===== src/rtl/input_conditioner.sv =====
// Board-pin front end: synchronises switches and buttons, debounces buttons and
// produces a stretched Sample pulse. Optional auto-repeat under `AUTO_REPEAT_EN.
//
// state | meaning
// IDLE  | no sample pending, Sample low
// VALID | Din holds a latched value, Sample high until stretch expiry or SampleAck
module input_conditioner #(
  parameter int DEB_CYCLES = 500000,
  parameter int CNT_W      = 20,
  parameter int STRETCH    = 12500001,
  parameter int STR_W      = 24,
  parameter int REP_DELAY  = 25000000,
  parameter int REP_PERIOD = 12500000
) (
  input  logic       Clock,
  input  logic       Reset,
  input  logic [7:0] SwRaw,
  input  logic [3:0] BtnRaw,
  input  logic       SampleAck,
  output logic [7:0] Din,
  output logic       Sample,
  output logic [2:0] Btns,
  output logic       Overrun
);

  typedef enum logic {IDLE, VALID} state_t;

  logic [7:0]            sw_s1_q, sw_s1_d, sw_s2_q, sw_s2_d;
  logic [3:0]            btn_s1_q, btn_s1_d, btn_s2_q, btn_s2_d;
  logic [3:0]            stable_q, stable_d;
  logic [3:0][CNT_W-1:0] cnt_q, cnt_d;
  state_t                state_q, state_d;
  logic [7:0]            din_q, din_d;
  logic [STR_W-1:0]      scnt_q, scnt_d;
  logic                  ovr_q, ovr_d;
  logic                  press_real, rep_fire, press;

  always_comb begin
    sw_s1_d  = SwRaw;
    sw_s2_d  = sw_s1_q;
    btn_s1_d = BtnRaw;
    btn_s2_d = btn_s1_q;
  end

  // A channel flips only after DEB_CYCLES consecutive disagreeing samples.
  always_comb begin
    stable_d = stable_q;
    cnt_d    = cnt_q;
    for (int i = 0; i < 4; i++) begin
      if (btn_s2_q[i] == stable_q[i]) begin
        cnt_d[i] = '0;
      end else if (cnt_q[i] == CNT_W'(DEB_CYCLES - 1)) begin
        stable_d[i] = btn_s2_q[i];
        cnt_d[i]    = '0;
      end else begin
        cnt_d[i] = cnt_q[i] + CNT_W'(1);
      end
    end
  end

  assign press_real = stable_d[3] & ~stable_q[3];

`ifdef AUTO_REPEAT_EN
  localparam int REP_MAX = (REP_DELAY > REP_PERIOD) ? REP_DELAY : REP_PERIOD;
  localparam int REP_W   = $clog2(REP_MAX + 1);

  logic [REP_W-1:0] rep_q, rep_d;

  always_comb begin
    rep_d    = rep_q;
    rep_fire = 1'b0;
    if (press_real) begin
      rep_d = REP_W'(REP_DELAY);
    end else if (!stable_q[3]) begin
      rep_d = '0;
    end else if (rep_q == REP_W'(1)) begin
      rep_fire = 1'b1;
      rep_d    = REP_W'(REP_PERIOD);
    end else if (rep_q != '0) begin
      rep_d = rep_q - REP_W'(1);
    end
  end

  always_ff @(posedge Clock or negedge Reset) begin
    if (!Reset) rep_q <= '0;
    else        rep_q <= rep_d;
  end
`else
  assign rep_fire = 1'b0;
`endif

  assign press = press_real | rep_fire;

  always_comb begin
    state_d = state_q;
    din_d   = din_q;
    scnt_d  = scnt_q;
    ovr_d   = ovr_q;
    case (state_q)
      IDLE: begin
        if (press) begin
          din_d   = sw_s2_q;
          scnt_d  = STR_W'(STRETCH);
          state_d = VALID;
        end
      end
      VALID: begin
        // A press outranks a simultaneous acknowledge.
        if (press) begin
          din_d  = sw_s2_q;
          scnt_d = STR_W'(STRETCH);
          ovr_d  = 1'b1;
        end else if (SampleAck || (STRETCH != 0 && scnt_q == STR_W'(1))) begin
          state_d = IDLE;
        end else if (STRETCH != 0) begin
          scnt_d = scnt_q - STR_W'(1);
        end
      end
      default: state_d = IDLE;
    endcase
  end

  always_ff @(posedge Clock or negedge Reset) begin
    if (!Reset) begin
      sw_s1_q  <= '0;
      sw_s2_q  <= '0;
      btn_s1_q <= '0;
      btn_s2_q <= '0;
      stable_q <= '0;
      cnt_q    <= '0;
      state_q  <= IDLE;
      din_q    <= '0;
      scnt_q   <= '0;
      ovr_q    <= 1'b0;
    end else begin
      sw_s1_q  <= sw_s1_d;
      sw_s2_q  <= sw_s2_d;
      btn_s1_q <= btn_s1_d;
      btn_s2_q <= btn_s2_d;
      stable_q <= stable_d;
      cnt_q    <= cnt_d;
      state_q  <= state_d;
      din_q    <= din_d;
      scnt_q   <= scnt_d;
      ovr_q    <= ovr_d;
    end
  end

  assign Din     = din_q;
  assign Sample  = (state_q == VALID);
  assign Btns    = stable_q[2:0];
  assign Overrun = ovr_q;

endmodule


===== config.mk =====
export PLATFORM = sky130hd
export DESIGN_NAME = input_conditioner
export DESIGN_NICKNAME = d
export VERILOG_FILES = /design/src/rtl/input_conditioner.sv
export SDC_FILE = /design/constraint.sdc
export NUM_CORES = 1
export LEC_CHECK = 0
export CORE_ASPECT_RATIO = 0.7
export CORE_MARGIN = 1.5
export CORE_UTILIZATION = 35
export CTS_CLUSTER_DIAMETER = 50
export CTS_CLUSTER_SIZE = 16
export DETAILED_ROUTE_END_ITERATION = 10
export PLACE_DENSITY = 0.57
export SYNTH_ARGS = -nofsm -noshare
export SYNTH_HDL_FRONTEND = slang
export SYNTH_SLANG_ARGS = --single-unit

===== constraint.sdc =====
create_clock -name Clock -period 2 [get_ports Clock]
set_input_delay 0.4 -clock Clock [delete_from_list [all_inputs] [get_ports Clock]]
set_output_delay 0.4 -clock Clock [all_outputs]
set_load 0.01 [all_outputs]

==> metrics.md <==
| Metric | Value |
|---|---|
| Outcome | `complete, but fails checks` |
| Violated checks | `setup timing` |
| Post-synthesis cell type count | `47` |
| Slowest cell on crit path | `or4_4` |
| FF-to-FF setup slack | `-0.17 ns` |
| Max Cap Viol | `0` |
| CP max FO | `4` |
| Vias per cell | `between 4 and 5` |
| Commonest cells after routing, fill and taps aside | `142 x dfrtp_1, 103 x nor2_1, 68 x nand2_1` |
| Vias in the first global route | `between 4k and 5k` |
| Fin crit share | `1.08` |
| Routed Wire Length | `13.5 mm` |
| Crit Reg-Reg Endpoint | `scnt_q[17]$_DFFE_PN0P_` |
| Port bufs | `27` |
| First-pass GRT wire length | `23.1 mm` |
| Clk sink count | `142` |
| RD Place Congestion | `0.817` |
| Post-synthesis cell count | `629` |
| Hold Startpoint | `sw_s1_q[0]$_DFF_PN0_` |
| Setup violators final | `9` |
| Longest Clk Path Bufs | `2` |
| Leakage | `3.51 nW` |
| Initial antenna violation count | `0` |
| Avg Synthesized Cell Area | `10.3 um^2` |
| Power Total | `6.35 mW` |
| IO Count | `28` |
| Clock-pin slew on the worst setup and hold paths | `0.06 ns` |
| Most common cell after layout, fill and taps aside | `dfrtp_1` |
| Die area | `19400 um^2` |
| Starting Density | `0.359` |
| Pins Over Slew Limit | `0` |
| Number of enable flip-flop cells after synthesis | `0` |
| Synth Register Bits | `~140` |
| YS warnings | `0` |
| CP delay by family, top | `simple AND/OR/NAND/NOR gates` |
| Row cnt | `slightly above 40` |
| Grt ovf | `0` |
| Pin count of the biggest net entering global routing | `55` |
| Critical path type | `reg -> reg` |
| Die Ht | `approximately 120 um` |
| Worst Reg-to-Reg Cells | `5` |
| H-tree depth | `4` |
| Crit path arrival time | `~2.5 ns` |
| Initial DRC Count | `approximately 310` |
| Synthesized area | `roughly 6500 um^2` |
| Pwr Density | `770 nW/um^2` |
| Worst Skew | `0.0117 ns` |
| Fillers | `1679` |
| CTS root buffer | `clkbuf_16` |
| Critical Path End Type | `register` |
| Clock Latency Late Sink | `0.42 ns` |
| DP HPWL | `9.34 mm` |
| Relative max-transition margin | `0.591` |
| Final Worst Setup Slack | `-0.166 ns` |
| RSZ-0062 raised after global routing | `true` |
| GRT Overall Usage | `0.148` |
| CTS Buf Count | `17` |
| Slew @ Worst Pin | `just over 0.6 ns` |
| Hold Path Depth | `0` |
| Hold Path Class | `reg -> reg` |
| CTS tree | `yes` |
| WHS Endpoint | `sw_s2_q[0]$_DFF_PN0_` |
| Critical-path cell list | `or4_4 -> or3_4 -> o31ai_4 -> nor3_1 -> or3b_1` |
| ANT nets after route | `0` |
| Area growth, synth to finish | `27.0%` |
| WL/cell | `13.9 um` |
| Fin. Hold Viols | `0` |
| Maximum VDD drop | `0.000510 V` |
| Worst r2r src | `scnt_q[2]$_DFFE_PN0P_` |
| Total number of vias | `4731` |
| Final net count | `744` |
| Critical Path Source Type | `register` |
| Die boundary width | `166 um` |
| Post-synth top flop | `dfrtp_1` |
| Async set or reset register ratio after synthesis | `1.00` |
| Final Util | `0.456` |
| Required @ worst endpoint | `2.28 ns` |
| Seq/Total Area, Yosys | `0.548` |
| # diodes | `0` |
| Layout cells sized above 1 | `0.181` |
| Fmax | `~460 MHz` |
| DP Worst Slack | `-0.311 ns` |
| Final worst path period need | `2.17 ns` |
| CP max stage delay | `0.54 ns` |
| Syn Nets | `650` |
| Core Region | `roughly 18000 um^2` |
| Buffers & Inverters on Critical Path | `0` |
| Drt drc | `0` |
| TritonRoute pass-1 iters | `5` |
cells in the mapped netlist, types with 4 or more instances:
library cell  instances  area, um^2
a311oi_1              4        35.0
a31oi_1               4        25.0
and3_1               14        87.6
and4_1               10        87.6
buf_4                 4        30.0
clkbuf_1             15        56.3
dfrtp_1             142        3550
ha_1                  6        75.1
inv_1                13        48.8
mux2_2                4        45.0
nand2_1              68         255
nand3_1              30         150
nand4_1              21         131
nor2_1              103         387
nor3_1               19        95.1
nor4_1               16         100
nor4b_1               5        43.8
o31ai_1               4        30.0
or3_1                 7        43.8
or4_1                 4        30.0
xnor2_1              44         385
xor2_1               48         420
cells by family after synthesis:
kind of cell	share of synthesized area
AOI/OAI and AO/OA	0.0303
adders and majority gates	0.0116
xor gates and xnor gates	0.124
buffers and inverters	0.0224
muxes	0.00694
and+or+nand+nor	0.257
DFF	0.548
power breakdown:
group | switching [mW] | internal (mW)
logic | 0.173 | 0.139
registers | 0.0407 | 2.93
clock network | 1.22 | 1.84
per-layer routing:
metal,track usage,part of all wire,vias to the layer above
met5,0,0,-
met4,0.0426,0.0047,0
met3,0.0383,0.033,4
met2,0.218,0.44,59
met1,0.215,0.52,2332
li1,-,-,2336
registers in the layout (all words and copies together) (netlist names), 4 cells and up:
signal and flops:
cnt_q 80, scnt_q 24, Din 8, sw_s1_q 8
sw_s2_q 8, btn_s1_q 4, btn_s2_q 4, stable_q 4
worst max-delay path by stage:
stage	from	end	slack [ns]	depth (start not counted)
2_1_floorplan	scnt_q[11]$_DFFE_PN0P_	scnt_q[17]$_DFFE_PN0P_	-0.17	5
3_3_place_gp	SampleAck	scnt_q[21]$_DFFE_PN0P_	-0.24	6
3_5_place_dp	SampleAck	scnt_q[21]$_DFFE_PN0P_	-0.31	6
4_1_cts	scnt_q[2]$_DFFE_PN0P_	scnt_q[15]$_DFFE_PN0P_	-0.20	5
5_1_grt	scnt_q[2]$_DFFE_PN0P_	scnt_q[17]$_DFFE_PN0P_	-0.23	5
6_report	scnt_q[2]$_DFFE_PN0P_	scnt_q[17]$_DFFE_PN0P_	-0.17	5
worst register-to-register path, cell delays in order (launching register included):
cell and delay [ns]:
dfrtp_1 0.37, or4_4 0.54, or3_4 0.41, o31ai_4 0.28, nor3_1 0.08, or3b_1 0.35
what timing repair did:
action | 4_1_cts | 5_1_grt
buffers inserted | 3 | 1
pin swaps | 9 | 5
setup endpoints to repair | 16 | 42
gates resized for setup | 5 | 13
endpoints found under the hold margin | 39 | 0
hold buffers | 1 | 0
layout make-up:
| class | count | area, um^2 | share of cell area |
|---|---|---|---|
| multi-input combinational | 453 | 2890 | 0.351 |
| tap | 236 | 295 | 0.0358 |
| clock buffer | 19 | 433 | 0.0526 |
| timing repair buffer | 96 | 871 | 0.106 |
| clock inverter | 13 | 141 | 0.0172 |
| inverter | 13 | 48.8 | 0.00592 |
| sequential | 142 | 3550 | 0.431 |
through the flow:
| step | setup TNS [ns] | cells | hold slack (ns) | cell area [um^2] |
|---|---|---|---|---|
| after floorplan | -0.507 | 629 | 0.104 | 6490 |
| after global placement | -1.49 | 935 | 0.332 | 7520 |
| after detailed placement | -1.96 | 935 | 0.336 | 7520 |
| after CTS | -1.44 | 971 | 0.349 | 8150 |
| after global routing | -2.33 | 972 | 0.357 | 8240 |
| final | -1.23 | 972 | 0.345 | 8240 |
(Power assumes the default switching activity.)
